--- src/rtl/pc_pkg.sv ---
// Shared definitions for the program-counter unit: branch condition codes
// and the next-PC source encoding used by the priority select.
package pc_pkg;

    localparam logic [2:0] BC_EQ    = 3'd0;
    localparam logic [2:0] BC_NE    = 3'd1;
    localparam logic [2:0] BC_LT    = 3'd2;
    localparam logic [2:0] BC_GE    = 3'd3;
    localparam logic [2:0] BC_LTU   = 3'd4;
    localparam logic [2:0] BC_GEU   = 3'd5;
    localparam logic [2:0] BC_NEVER = 3'd6;

    typedef enum logic [2:0] {
        SRC_SEQ,
        SRC_BR,
        SRC_UB,
        SRC_JR,
        SRC_RET,
        SRC_STALL,
        SRC_TRAP
    } pc_src_e;

    // Codes 6 and 7 fall into the default and are never taken.
    function automatic logic cond_taken(input logic [2:0] cond,
                                        input logic zero,
                                        input logic lt,
                                        input logic ltu);
        logic t;
        t = 1'b0;
        case (cond)
            BC_EQ:   t = zero;
            BC_NE:   t = !zero;
            BC_LT:   t = lt;
            BC_GE:   t = !lt;
            BC_LTU:  t = ltu;
            BC_GEU:  t = !ltu;
            default: t = 1'b0;
        endcase
        return t;
    endfunction

endpackage

--- src/rtl/pc_ras.sv ---
// Circular return-address stack; a push when full overwrites the oldest
// entry, and a pop on an empty stack only raises a one-cycle underflow.
module pc_ras
    import pc_pkg::*;
#(
    parameter int XLEN      = 32,
    parameter int RAS_DEPTH = 4
) (
    input  logic            clk,
    input  logic            rst,
    input  logic            push,
    input  logic            pop,
    input  logic [XLEN-1:0] push_data,
    output logic [XLEN-1:0] top,
    output logic            empty,
    output logic            full,
    output logic            underflow
);

    localparam int PW = $clog2(RAS_DEPTH);

    logic [XLEN-1:0] mem [RAS_DEPTH];
    logic [PW-1:0]   ptr;
    logic [PW-1:0]   top_idx;
    logic [PW:0]     count;
    logic            replace;

    assign top_idx = ptr - PW'(1);
    assign top     = mem[top_idx];
    assign empty   = (count == '0);
    assign full    = (count == (PW+1)'(RAS_DEPTH));
    assign replace = push && pop && !empty;

    // ret together with call swaps the top entry in place.
    always_ff @(posedge clk) begin
        if (replace)
            mem[top_idx] <= push_data;
        else if (push)
            mem[ptr] <= push_data;
    end

    always_ff @(posedge clk) begin
        if (rst) begin
            ptr       <= '0;
            count     <= '0;
            underflow <= 1'b0;
        end else begin
            underflow <= pop && empty;
            if (replace) begin
                ptr   <= ptr;
                count <= count;
            end else if (pop && !empty) begin
                ptr   <= top_idx;
                count <= count - (PW+1)'(1);
            end else if (push) begin
                ptr <= ptr + PW'(1);
                if (!full)
                    count <= count + (PW+1)'(1);
            end
        end
    end

endmodule

--- src/rtl/pc_unit_gen2.sv ---
// Program-counter unit: PC register, target adders, branch condition decode
// and the fixed-priority next-PC select, with call/return prediction.
module pc_unit_gen2
    import pc_pkg::*;
#(
    parameter int              XLEN      = 32,
    parameter logic [XLEN-1:0] RESET_VEC = '0,
    parameter logic [XLEN-1:0] TRAP_VEC  = XLEN'(32'h0000_0100),
    parameter int              IMM_SHIFT = 2,
    parameter int              RAS_DEPTH = 4
) (
    input  logic            clk,
    input  logic            rst,
    input  logic            stall,
    input  logic            trap,
    input  logic            br,
    input  logic [2:0]      br_cond,
    input  logic            ub,
    input  logic            jr,
    input  logic            call,
    input  logic            ret,
    input  logic            zero,
    input  logic            lt,
    input  logic            ltu,
    input  logic [XLEN-1:0] imm,
    input  logic [XLEN-1:0] rs_val,
    output logic [XLEN-1:0] pc,
    output logic [XLEN-1:0] pc_plus4,
    output logic            redirect,
    output logic            ras_empty,
    output logic            ras_full,
    output logic            ras_underflow
);

    pc_src_e         src;
    logic [XLEN-1:0] next_pc;
    logic [XLEN-1:0] rel_target;
    logic [XLEN-1:0] jr_target;
    logic [XLEN-1:0] ras_top;
    logic            ras_push;
    logic            ras_pop;

    assign pc_plus4   = pc + XLEN'(4);
    assign rel_target = pc + (imm << IMM_SHIFT);
    assign jr_target  = rs_val & ~XLEN'(3);
    assign ras_push   = call && (ub || jr) && !stall && !trap;
    assign ras_pop    = ret && !stall && !trap;

    // Priority select; an empty-stack return falls through to pc+4.
    always_comb begin
        src     = SRC_SEQ;
        next_pc = pc_plus4;
        if (trap)
            src = SRC_TRAP;
        else if (stall)
            src = SRC_STALL;
        else if (ret)
            src = SRC_RET;
        else if (jr)
            src = SRC_JR;
        else if (ub)
            src = SRC_UB;
        else if (br && cond_taken(br_cond, zero, lt, ltu))
            src = SRC_BR;

        case (src)
            SRC_TRAP:  next_pc = TRAP_VEC;
            SRC_STALL: next_pc = pc;
            SRC_RET:   next_pc = ras_empty ? pc_plus4 : ras_top;
            SRC_JR:    next_pc = jr_target;
            SRC_UB:    next_pc = rel_target;
            SRC_BR:    next_pc = rel_target;
            default:   next_pc = pc_plus4;
        endcase
    end

    always_ff @(posedge clk) begin
        if (rst) begin
            pc       <= RESET_VEC;
            redirect <= 1'b0;
        end else begin
            pc       <= next_pc;
            redirect <= (src != SRC_SEQ) && (src != SRC_STALL);
        end
    end

    pc_ras #(
        .XLEN      (XLEN),
        .RAS_DEPTH (RAS_DEPTH)
    ) u_ras (
        .clk       (clk),
        .rst       (rst),
        .push      (ras_push),
        .pop       (ras_pop),
        .push_data (pc_plus4),
        .top       (ras_top),
        .empty     (ras_empty),
        .full      (ras_full),
        .underflow (ras_underflow)
    );

endmodule

--- config.mk ---
export PLATFORM = sky130hd
export DESIGN_NAME = pc_unit_gen2
export DESIGN_NICKNAME = d
export VERILOG_FILES = /design/src/rtl/pc_pkg.sv /design/src/rtl/pc_ras.sv /design/src/rtl/pc_unit_gen2.sv
export SDC_FILE = /design/constraint.sdc
export NUM_CORES = 1
export LEC_CHECK = 0
export BUFFER_PORTS_ARGS = -buffer_cell sky130_fd_sc_hd__buf_2
export CELL_PAD_IN_SITES_DETAIL_PLACEMENT = 2
export CELL_PAD_IN_SITES_GLOBAL_PLACEMENT = 2
export CORE_MARGIN = 2
export CORE_UTILIZATION = 38
export DETAILED_ROUTE_END_ITERATION = 16
export PLACE_DENSITY = 0.83
export SLEW_MARGIN = 10
export SYNTH_ARGS = -nofsm -noshare
export SYNTH_HDL_FRONTEND = slang
export SYNTH_SLANG_ARGS = --single-unit
--- constraint.sdc ---
create_clock -name clk -period 5.3 [get_ports clk]
set_input_delay 1.06 -clock clk [delete_from_list [all_inputs] [get_ports clk]]
set_output_delay 1.06 -clock clk [all_outputs]
set_load 0.1 [all_outputs]
# Word-level counts from Yosys, hierarchy flattened
# Memory sizes are Yosys's and may differ from the RTL's.
# Index checks and enable logic that the tools add are counted.
[op_classes]
addsub = 6
n_eq_ne = 14
muxes = 27
n_bitwise = 1
n_reduce_logical = 26
[op_table]
columns = ["cell", "n"]
rows = [
  ["one-hot mux 32 bit (5 select lines)", 1],
  ["2-to-1 mux 32 bit", 2],
  ["adder 32 x 3 -> 32 bit, second input constant", 1],
  ["adder 32 bit", 1],
  ["OR reduction 32 bit", 1],
  ["== test 3 bit, second input constant", 6],
  ["2-to-1 mux 3 bit", 6],
  ["== test 3 x 2 -> 1 bit, second input constant", 4],
  ["2-to-1 mux 1 bit", 12],
  ["logical AND 1 bit", 11],
  ["2-to-1 mux 2 bit", 5],
  ["== test 3 x 1 -> 1 bit, second input constant", 2],
  ["logical NOT 1 bit", 6],
  ["logical NOT 3 bit", 2],
  ["one-hot mux 1 bit (6 select lines)", 1],
  ["adder 3 x 1 -> 3 bit, second input constant", 1],
  ["!= test 3 bit, second input constant", 1],
  ["AND reduction 3 bit", 1],
  ["nonzero test 3 bit", 1],
  ["subtractor 3 x 1 -> 3 bit, second input constant", 1],
  ["adder 2 x 1 -> 2 bit, second input constant", 1],
  ["!= test 2 x 1 -> 1 bit, second input constant", 1],
  ["AND reduction 2 bit", 1],
  ["nonzero test 2 bit", 1],
  ["other kinds (4)", 4],
]
[word_totals]
regBits = 39
ram_bits = 128
inputBits = 79
output_inout_bits = 68
word_cells = 80
n_memories = 1
[mem_list]
columns = ["name", "depth", "word_bits", "read_ports", "rd_ports_with_merged_regs", "wr", "line", "rtl"]
rows = [
  ["u_ras.mem", 4, 32, 1, 0, 1, "pc_ras.sv:22", "logic [XLEN-1:0] mem [RAS_DEPTH];"],
]

# Depth between registers and ports, before layout
# Gate-level depths: netlist of run 1.
[depth]
depth_word = 17
ltp_mapped = 11
ltp_nobuf = 11

# Modules after synthesis
# A second synthesis of run 1 with hierarchy kept.
[hier_totals]
cells_unflattened = 778
hier_area_um2 = 9257.6
[modules_own_cells]
columns = ["module", "instances", "cells_each", "area_per_inst_um2"]
rows = [
  ["pc_ras", 1, 235, 5162.5],
  ["pc_unit_gen2", 1, 543, 4095.2],
]

# Worst setup path after synthesis of run 1
# OpenSTA, ideal clock, no wires.
[synth_path]
path_type = "register to register"
startpoint = "reg u_ras.count[2]"
endpoint = "mem u_ras.mem[3][0] (enable)"
arrival_ns = 5.062
t_required_ns = 4.868
setup_slack_ns = -0.194
path_stages_with_launch = 7
n_path_buf = 1
period_less_slack_ns = 5.494
cell_sequence = "dfxtp_1 nor3_1 nor2_2 buf_2 inv_1 nand3_1 a21oi_1"
[synth_between]
elab_chain_len = 7
elab_cells_between_ends = 10
[synth_lines]
columns = ["element", "line", "rtl"]
rows = [
  ["start, declared", "pc_ras.sv:25", "logic [PW:0] count;"],
  ["start signal, assigned", "pc_ras.sv:51", "count <= count;"],
  ["start signal, assigned", "pc_ras.sv:54", "count <= count - (PW+1)'(1);"],
  ["start signal, assigned", "pc_ras.sv:58", "count <= count + (PW+1)'(1);"],
  ["logical NOT 3 bit *", "pc_ras.sv:30", "assign empty = (count == '0);"],
  ["named net ras_empty", "pc_unit_gen2.sv:30", "output logic ras_empty,"],
  ["logical NOT 1 bit *", "pc_ras.sv:32", "assign replace = push && pop && !empty;"],
  ["logical AND 1 bit *", "pc_ras.sv:32", ""],
  ["2-to-1 mux 1 bit", "pc_ras.sv:36", "if (replace)"],
  ["2-to-1 mux 1 bit (not written as such)", "pc_ras.sv:39", "mem[ptr] <= push_data;"],
  ["OR reduction 32 bit (no line)", "-", ""],
  ["2-to-1 mux 2 bit (no line) / 2-to-1 mux 1 bit (equally long branches)", "-", ""],
  ["end, declared", "pc_ras.sv:22", ""],
]
# Mark *: on every way through the listed nets, which the timed path passes. The rest lies on a longest branch.

# Final worst setup path of run 1
[layout_path]
startpoint = "reg pc[3]"
endpoint = "out pc_plus4[28]"
[layout_between]
elab_chain_len = 1
[layout_lines]
columns = ["element", "line", "rtl"]
rows = [
  ["start, declared", "pc_unit_gen2.sv:27", "output logic [XLEN-1:0] pc,"],
  ["start signal, assigned", "pc_unit_gen2.sv:82", "pc <= next_pc;"],
  ["adder 32 x 3 -> 32 bit", "pc_unit_gen2.sv:43", "assign pc_plus4 = pc + XLEN'(4);"],
  ["end, declared", "pc_unit_gen2.sv:28", "output logic [XLEN-1:0] pc_plus4,"],
]
# Every way passes these cells.

==> results.json, run 1 <==
{
  "peakVddDrop_mv": 0.2197,
  "syn_avg_cell_area_sq_um": 12.25,
  "grt_overflow": 0,
  "syn2layout_area_growth_pct": 18.97,
  "tns_ns": 0,
  "rsz0062_at_grt": "false",
  "cts_htree_levels": 4,
  "initial_core_util_pct": 38.45,
  "met2_usage_pct": 45.41,
  "die-area_sq_um": 24780,
  "hold_path.class": "reg2reg",
  "drt-total-wl_mm": 30.88,
  "cts_resized": 0,
  "drc": 0,
  "cp-end-kind": "output pin",
  "fmax_mhz": 223.9,
  "dp_hpwl_mm": 21.07,
  "ios": 147,
  "synthArstFlopShare_pct": 0,
  "die_y_um": 157.4,
  "drt_iter0_drc": 369,
  "yosys_warnings": 0,
  "finalNonFillerCells": 1198,
  "use_met3_pct": 4.102,
  "critPathArrivalTime_ns": 3.41,
  "finish.utilization_pct": 45.75,
  "antennaDiodeCount": 0,
  "final_layout_size_suffix_gt1_share_pct": 28.67,
  "leakagePower_nw": 4.029,
  "slew_violations": 0,
  "worstSetupPathType": "reg2out",
  "drt_pass1_iterations": 5,
  "antenna_found_initial": 0,
  "cts_sinks": 167,
  "cp.required_ns": 4.24,
  "power.density_nw_per_um2": 319.8,
  "vias": 7037,
  "setup_violations": 0,
  "fin_skew_ns": 0.01104,
  "period_needed_ns": 4.466,
  "grt_pass1_wl_mm": 46.90,
  "cts_made_buffers": 17,
  "clock-root-buffer": "clkbuf_16",
  "first_global_vias": 7738,
  "relSlewSlack_pct": 29.48,
  "routabilityCongestion": 0.8169,
  "grt_max_degree": 36,
  "ys_seq_area_share_pct": 51.70,
  "drv_cap": 0,
  "cts_hold_buf": 0,
  "status": "finished, final reports clean",
  "vias_per_cell": 5.874,
  "synth_cell_types": 73,
  "crit_fanout": 7,
  "wl_per_cell_um": 25.78,
  "hold_violations": 0,
  "syn_area_sq_um": 8945,
  "synth_nets": 841,
  "synth-seq-cells": 167,
  "layout_common_cells": "buf_2, edfxtp_1, nand2_1",
  "die_w_um": 157.4,
  "insertion_delay_ns": 0.44,
  "dp_cells": 1166,
  "final_common_cell": "buf_2",
  "port_buffers": 142,
  "tightest_slew_ns": 1.055,
  "post-cts-setup-buffer-count": 0,
  "syn_inst": 730,
  "cts.path.max_buffers": 2,
  "drt.antenna.violating_nets": 0,
  "globalRouteMet1Util_pct": 31.68,
  "finalCritPeriodShare_pct": 84.26,
  "busiest_layer": "met2",
  "power_w": 0.003404,
  "path_clk_slew_ns": 0.07,
  "cts_tree": "done",
  "coreArea_sq_um": 23260,
  "fin_hold_ws_ns": 0.5640,
  "std_cell_rows": 56,
  "grt_util_all_layers_pct": 25.61,
  "synth_flop_cell": "edfxtp_1",
  "synth-edff-count": 128,
  "nets": 977,
  "critical_path.startpoint_type": "flop"
}
==> state kept, by name, summed over array words and instances (netlist names) <==
| register | count |
|---|---|
| pc | 32 |
| u_ras.count | 3 |
| redirect | 1 |
| u_ras.ptr | 2 |
| u_ras.mem | 128 |
| u_ras.underflow | 1 |
==> per-layer routing <==
layer  part of all wire (%)  vias up
met1                     42     3649
met5                      0        -
li1                       -     3139
met3                    3.9       42
met2                     52      207
met4                    2.2        0
==> critical path, cell delays in order (launching register included) <==
cell and delay (ns):
dfxtp_1 0.49, ha_1 0.24, nand3_1 0.25, nor2_2 0.50, nand3_2 0.27, nor2_1 0.26
xor2_1 0.44, buf_2 0.52
==> power by group <==
group / leakage (nW) / internal [W] / switching [W] / total [W]
sequential: 1.50 / 0.00143 / 0.0000405 / 0.00147
combinational: 2.24 / 0.000180 / 0.000466 / 0.000646
clock: 0.287 / 0.000709 / 0.000574 / 0.00128
==> path summary, 6_finish.rpt <==
check | slack [ns] | endpoint | startpoint | cells past startpoint
min reg2reg | 0.56 | u_ras.mem[0][0] | pc[0] | 0
max | 0.83 | pc_plus4[28] | pc[3] | 7
max reg2reg | 2.18 | u_ras.mem[2][27] | u_ras.ptr[0] | 4
min | 0.56 | u_ras.mem[0][0] | pc[0] | 0
==> cell usage after synthesis (3+ instances only) <==
cell type	instances	area, sq um
clkbuf_1	23	86.33
a222oi_1	6	60.06
a31oi_1	13	81.33
o21bai_1	3	22.52
edfxtp_1	128	3844
o211ai_1	3	22.52
xor2_1	19	166.4
a221oi_2	3	45.04
buf_1	3	11.26
a211oi_2	3	37.54
nand2_1	53	198.9
xnor2_1	39	341.6
nand4_1	10	62.56
and3_1	14	87.58
buf_2	9	45.04
mux4_2	32	720.7
nor2b_1	4	25.02
o21ai_1	3	15.01
nand2b_1	3	18.77
a22oi_1	3	22.52
nor2_1	52	195.2
or3_1	5	31.28
nor3_1	21	105.1
inv_1	18	67.56
a221oi_1	20	175.2
a211oi_1	9	67.56
a21o_1	13	97.59
o21ai_0	16	80.08
nand3_1	20	100.1
buf_4	3	22.52
o21a_1	4	30.03
ha_1	30	375.4
nor4_1	4	25.02
a221o_1	20	200.2
a21oi_1	34	170.2
dfxtp_1	39	780.8
nor2_2	3	18.77
==> cell families (layout without fill, tap and decap cells) <==
| group | Yosys count | in the layout | synth area share, % |
|---|---|---|---|
| fa+ha+maj | 32 | 32 | 4.644 |
| simple gates | 199 | 199 | 10.87 |
| mux | 34 | 34 | 8.281 |
| buf+inv | 58 | 207 | 2.811 |
| xor+xnor | 58 | 58 | 5.679 |
| compound gates | 182 | 182 | 16.02 |
| flops | 167 | 167 | 51.70 |
==> stage by stage <==
step | setup WS [ns] | instance area [sq um]
finish | 0.8344 | 10640
global route | 0.6236 | 10640
CTS | 0.8091 | 10640
detailed placement | 1.293 | 10050
global placement | 1.358 | 10050
floorplan | 0.3310 | 8950
==> final cells by class <==
class / count / area (sq um)
clock inverter: 14 / 166.4
inverter: 18 / 67.56
clock buffer: 18 / 429.2
timing repair buffer: 157 / 835.8
fill: 2374 / 12620
sequential: 167 / 4627
tap: 319 / 399.1
multi-input combinational: 505 / 4116
Power figures use the tool's default switching activity.
==> run 2: changes to the inputs <==
--- a/config.mk
+++ b/config.mk
@@ -9,9 +9,9 @@
 export CELL_PAD_IN_SITES_DETAIL_PLACEMENT = 2
 export CELL_PAD_IN_SITES_GLOBAL_PLACEMENT = 2
 export CORE_MARGIN = 2
-export CORE_UTILIZATION = 38
+export CORE_UTILIZATION = 34
 export DETAILED_ROUTE_END_ITERATION = 16
-export PLACE_DENSITY = 0.83
+export PLACE_DENSITY = 0.79
 export SLEW_MARGIN = 10
 export SYNTH_ARGS = -nofsm -noshare
 export SYNTH_HDL_FRONTEND = slang
==> constraint.sdc (replaced) <==
create_clock -name clk -period 3.75 [get_ports clk]
set_input_delay 0.75 -clock clk [delete_from_list [all_inputs] [get_ports clk]]
set_output_delay 0.75 -clock clk [all_outputs]
set_load 0.1 [all_outputs]
==> run 2 against run 1 <==
  * Hold slack got worse by 0.0073 ns
  * First-iteration DRC count increased by 30%
  * Die area increased by 11%
  * Flip-flop and latch count unchanged
  * Cell count increased by 3.3%
  * Via count increased by 2.2%
  * Register-to-register slack got worse by 1.6 ns
  * Sequential share of layout area decreased by 2.2 points
  * Sequential power increased by 41%
  * Critical path type unchanged
  * Highest routed layer unchanged
==> results.json, run 2 (same netlist as run 1, synthesis figures left out) <==
{
  "drv_cap": 0,
  "crit_fanout": 7,
  "whs_endpoint": "u_ras.count[1]",
  "layout_common_cells": "buf_2, edfxtp_1, nand2_1",
  "drt_iter0_drc": 478,
  "grt_max_degree": 33,
  "worstReg2RegStart": "pc[2]",
  "die_w_um": 166.2,
  "cp_cell_sequence": "nand4_1 -> nor3_2 -> and3_1 -> nand4_1 -> xor2_2 -> clkinvlp_4 -> buf_2",
  "post-cts-setup-buffer-count": 0,
  "final_common_cell": "buf_2",
  "hold_depth": 2,
  "cts_sinks": 167,
  "design_area_sq_um": 11230,
  "antennaDiodeCount": 0,
  "initial_core_util_pct": 34.52,
  "path_clk_slew_ns": 0.07,
  "vias": 7193,
  "slew_violations": 0,
  "finalNonFillerCells": 1238,
  "placed_area_sq_um": 10600,
  "finalCritPeriodShare_pct": 96.89,
  "fillCellCount": 2677,
  "cts.path.max_buffers": 2,
  "std_cell_rows": 59,
  "status": "finished, final reports clean",
  "nets": 1001,
  "critPathBufInv": 2,
  "relSlewSlack_pct": 35.39,
  "peakVddDrop_mv": 0.3170,
  "vias_per_cell": 5.810,
  "drt.antenna.violating_nets": 0,
  "cp-end-kind": "output pin",
  "antenna_found_initial": 0,
  "tightest_slew_ns": 0.9691,
  "top_regs": "u_ras.mem: 128 flops, pc: 32 flops, u_ras.count: 3 flops",
  "cp_top_family": "simple AND/OR/NAND/NOR gates",
  "drt-total-wl_mm": 32.17,
  "reg2reg_setup_slack_ns": 0.63,
  "multi_input_area_sq_um": 4474,
  "worstSetupPathType": "reg2out",
  "grt_overflow": 0,
  "fin_skew_ns": 0.01222,
  "leakagePower_nw": 4.344,
  "dp_hpwl_mm": 22.73,
  "drt_pass1_iterations": 7,
  "die-area_sq_um": 27620,
  "cts_htree_levels": 4,
  "power.density_nw_per_um2": 432.7,
  "ff_latch_area_sq_um": 4632,
  "critPathArrivalTime_ns": 2.88,
  "wl_per_cell_um": 25.98,
  "cts_made_buffers": 17,
  "cts_tree": "done",
  "largest-register": "u_ras.mem",
  "grt_pass1_wl_mm": 48.45,
  "crit_path_top_delay_cell": "dfxtp_1",
  "die_y_um": 166.2,
  "hold_path.class": "reg2reg",
  "rsz0062_at_grt": "true",
  "grt_util_all_layers_pct": 23.25,
  "routabilityCongestion": 0.8290,
  "coreArea_sq_um": 25910,
  "slowest_delay_ns": 0.51,
  "ios": 147,
  "largest_reg_flops": 128,
  "fmax_mhz": 275.2,
  "drc": 0,
  "cts_hold_buf": 0,
  "syn2layout_area_growth_pct": 25.58,
  "period_needed_ns": 3.633,
  "setup_violations": 0,
  "cp.required_ns": 3.00,
  "r2r_cells": 11,
  "critical_path.startpoint_type": "flop",
  "worst_path_most_repeated_cell": "nand4_1",
  "clock-root-buffer": "clkbuf_16",
  "reg2reg_to": "pc[24]",
  "first_global_vias": 7716,
  "dp_cells": 1206,
  "hold_start": "u_ras.count[1]",
  "final_layout_size_suffix_gt1_share_pct": 34.66,
  "insertion_delay_ns": 0.44,
  "hold_violations": 0,
  "port_buffers": 142
}
## run 2: cell count changes in the layout (fill, tap and decap cells not counted), moves of 7 or more
cell	before	now
xor2_1	19	12
xnor2_1	39	19
xnor2_4	0	8
buf_4	14	40
xnor2_2	0	12
buf_2	142	135
## run 2: report_power, final
part / internal [W] / total [W] / switching, W
Sequential: 0.00203 / 0.00208 / 0.0000495
Combinational: 0.000291 / 0.000982 / 0.000691
Clock: 0.000968 / 0.00180 / 0.000835
## run 2: cell type report
cell class	instances	area share, %
multi-input combinational	505	39.83
sequential	167	41.23
clock inverter	14	1.348
clock buffer	18	3.910
tap	335	3.731
timing repair buffer	181	9.312
inverter	18	0.6349
## run 2: worst min-delay path, delay by kind of cell (launching register included)
| family | cells | cell delay [ns] |
|---|---|---|
| and+or+nand+nor | 1 | 0.11 |
| DFF | 1 | 0.35 |
| AOI/OAI and AO/OA | 1 | 0.05 |
## run 2: routing by layer
layer / track usage, % / share of wire, % / vias to the layer above
met5: 0 / 0 / -
met4: 7.183 / 2.4 / 0
met3: 3.337 / 4.3 / 39
met2: 39.89 / 50 / 208
met1: 30.54 / 43 / 3741
li1: - / - / 3205
## run 2: per-stage QoR
stage	setup TNS (ns)	worst slack (ns)	utilization (%)	hold slack, ns	total power [W]
5_1_grt	-0.05682	-0.03013	43.35	0.5994	0.005007
2_1_floorplan	-0.2400	-0.07942	-	0.5232	0.002818
3_5_place_dp	0	0.2198	40.89	0.5551	0.003085
4_1_cts	0	0.03619	43.23	0.5675	0.004885
6_report	0	0.1165	43.35	0.5568	0.004861
3_3_place_gp	0	0.2687	40.89	0.5387	0.003058
## run 2: how the worst max path moves through the flow
stage | start | to | slack, ns | cells past startpoint
floorplan | pc[2] | pc_plus4[28] | -0.08 | 6
global placement | imm[0] | pc[30] | 0.27 | 12
detailed placement | imm[0] | pc[18] | 0.22 | 12
CTS | pc[2] | pc_plus4[30] | 0.04 | 7
global route | pc[2] | pc_plus4[16] | -0.03 | 7
finish | pc[15] | pc_plus4[31] | 0.12 | 7
## run 2: timing repair
item                       CTS  global route
pin swaps                    0             0
gates resized for setup      4             9
setup endpoints to repair    3            11
==> run 3: changes to the inputs <==
--- a/config.mk
+++ b/config.mk
@@ -8,6 +8,7 @@
 export BUFFER_PORTS_ARGS = -buffer_cell sky130_fd_sc_hd__buf_2
 export CELL_PAD_IN_SITES_DETAIL_PLACEMENT = 2
 export CELL_PAD_IN_SITES_GLOBAL_PLACEMENT = 2
+export CORE_ASPECT_RATIO = 0.7
 export CORE_MARGIN = 2
 export CORE_UTILIZATION = 34
 export DETAILED_ROUTE_END_ITERATION = 16
==> run 3 against run 2 <==
  * Die area about the same
  * Cell area decreased by 0.79%
  * Hold slack improved by 0.0061 ns
  * Via count decreased by 1.1%
  * First-iteration DRC count increased by 9.0%
  * Cell count decreased by 0.65%
  * Core utilization decreased by 0.073 points
  * Sequential power about the same
  * Flip-flop and latch count unchanged
  * Clock power decreased by 4%
  * Non-clock buffer count decreased by 4
==> results.json, run 3 (same netlist as run 1, synthesis figures left out) <==
{
  "status": "finished, final reports clean",
  "drv_cap": 0,
  "period_needed_ns": 3.630,
  "fmax_mhz": 275.4,
  "slew_violations": 0,
  "crit_path_top_delay_cell": "dfxtp_1",
  "drt_iter0_drc": 521,
  "dp_hpwl_mm": 23.27,
  "die_y_um": 139.7,
  "path_clk_slew_ns": 0.06,
  "antenna_found_initial": 1,
  "worst_path_most_repeated_cell": "nand4_1",
  "syn2layout_area_growth_pct": 24.59,
  "fin_skew_ns": 0.01014,
  "cts.path.max_buffers": 2,
  "multi_input_area_sq_um": 4461,
  "power.density_nw_per_um2": 429.5,
  "peakVddDrop_mv": 0.3231,
  "relSlewSlack_pct": 35.85,
  "layout_common_cells": "buf_2, edfxtp_1, nand2_1",
  "cp_cell_sequence": "nand4_1 -> buf_4 -> nor3_4 -> and3_1 -> nand4_1 -> xor2_2 -> clkinvlp_4 -> buf_2",
  "grt_max_degree": 36,
  "cts_hold_buf": 0,
  "drt-total-wl_mm": 32.31,
  "wl_per_cell_um": 26.27,
  "cts_htree_levels": 4,
  "coreArea_sq_um": 25750,
  "slowest_delay_ns": 0.51,
  "routabilityCongestion": 0.8646,
  "crit_fanout": 6,
  "grt_overflow": 0,
  "r2r_cells": 11,
  "ff_latch_area_sq_um": 4633,
  "hold_depth": 0,
  "drt.antenna.violating_nets": 0,
  "cp-end-kind": "output pin",
  "top_regs": "u_ras.mem: 128 flops, pc: 32 flops, u_ras.count: 3 flops",
  "cts_tree": "done",
  "drc": 0,
  "finalNonFillerCells": 1230,
  "final_layout_size_suffix_gt1_share_pct": 33.70,
  "largest_reg_flops": 128,
  "critical_path.startpoint_type": "flop",
  "hold_path.class": "reg2reg",
  "die-area_sq_um": 27640,
  "dp_cells": 1197,
  "fillCellCount": 2591,
  "finalCritPeriodShare_pct": 96.81,
  "tightest_slew_ns": 0.9622,
  "largest-register": "u_ras.mem",
  "cp.required_ns": 3.00,
  "grt_util_all_layers_pct": 24.31,
  "initial_core_util_pct": 34.74,
  "first_global_vias": 7651,
  "hold_start": "pc[0]",
  "cts_made_buffers": 17,
  "leakagePower_nw": 4.323,
  "std_cell_rows": 49,
  "clock-root-buffer": "clkbuf_16",
  "critPathArrivalTime_ns": 2.88,
  "vias": 7115,
  "worstReg2RegStart": "pc[2]",
  "crit_path_start": "pc[17]",
  "antennaDiodeCount": 0,
  "hold_violations": 0,
  "vias_per_cell": 5.785,
  "worstSetupPathType": "reg2out",
  "port_buffers": 142,
  "cts_sinks": 167,
  "setup_violations": 0,
  "tns_ns": 0,
  "drt_pass1_iterations": 5,
  "insertion_delay_ns": 0.44,
  "ios": 147,
  "grt_pass1_wl_mm": 49.51,
  "final_common_cell": "buf_2",
  "die_w_um": 197.9,
  "nets": 997
}
[run 3: cell count changes in the layout (fill, tap and decap cells not counted), sizes merged]
cell	before	now
buf	177	175
clkbuf	22	19
clkinv	1	10
bufinv	1	2
inv	28	19
[run 3: critical path, delay by kind of cell, from the launching register on]
| kind | cells | cell delay (ns) |
|---|---|---|
| DFF | 1 | 0.51 |
| and+or+nand+nor | 4 | 0.91 |
| buffers and inverters | 3 | 0.73 |
| xor gates and xnor gates | 1 | 0.29 |
[run 3: layout make-up]
cell class / instances / share of cell area, %
Tap cell: 331 / 3.716
Multi-Input combinational cell: 505 / 40.02
Clock inverter: 15 / 1.201
Sequential cell: 167 / 41.57
Clock buffer: 17 / 3.817
Inverter: 18 / 0.6399
Timing Repair Buffer: 177 / 9.027
[run 3: layer usage]
metal	wire [um]	global-route usage, %
met1	15610	35.57
met2	14430	36.92
met3	1783	5.138
met4	480	5.580
met5	0	0
[run 3: final timing paths]
kind                                         to  slack, ns
worst max-delay path               pc_plus4[31]       0.12
worst min-delay path            u_ras.mem[0][0]       0.56
worst max register to register           pc[18]       0.65
worst min register to register  u_ras.mem[0][0]       0.56
[run 3: where the power goes]
group | switching, W | total [W] | internal, W
combinational | 0.000685 | 0.000971 | 0.000286
clock | 0.000764 | 0.00173 | 0.000969
sequential | 0.0000544 | 0.00208 | 0.00203
total | 0.00150 | 0.00479 | 0.00328
[run 3: timing repair]
item / in CTS / in global routing
buffers inserted: 0 / 1
resized for setup: 2 / 4
pin swaps: 0 / 1
endpoints found under the setup margin: 3 / 4
[run 3: per-stage QoR]
step | total power (W) | hold slack [ns] | utilization, % | setup slack [ns] | area, sq um
3_3_place_gp | 0.003061 | 0.5376 | 40.98 | 0.2664 | 10550
6_report | 0.004787 | 0.5629 | 43.28 | 0.1195 | 11140
4_1_cts | 0.004820 | 0.5691 | 43.20 | 0.04986 | 11120
2_1_floorplan | 0.002818 | 0.5232 | - | -0.07942 | 9290
3_5_place_dp | 0.003090 | 0.5579 | 40.98 | 0.1824 | 10550
5_1_grt | 0.004955 | 0.5851 | 43.28 | -0.02280 | 11140
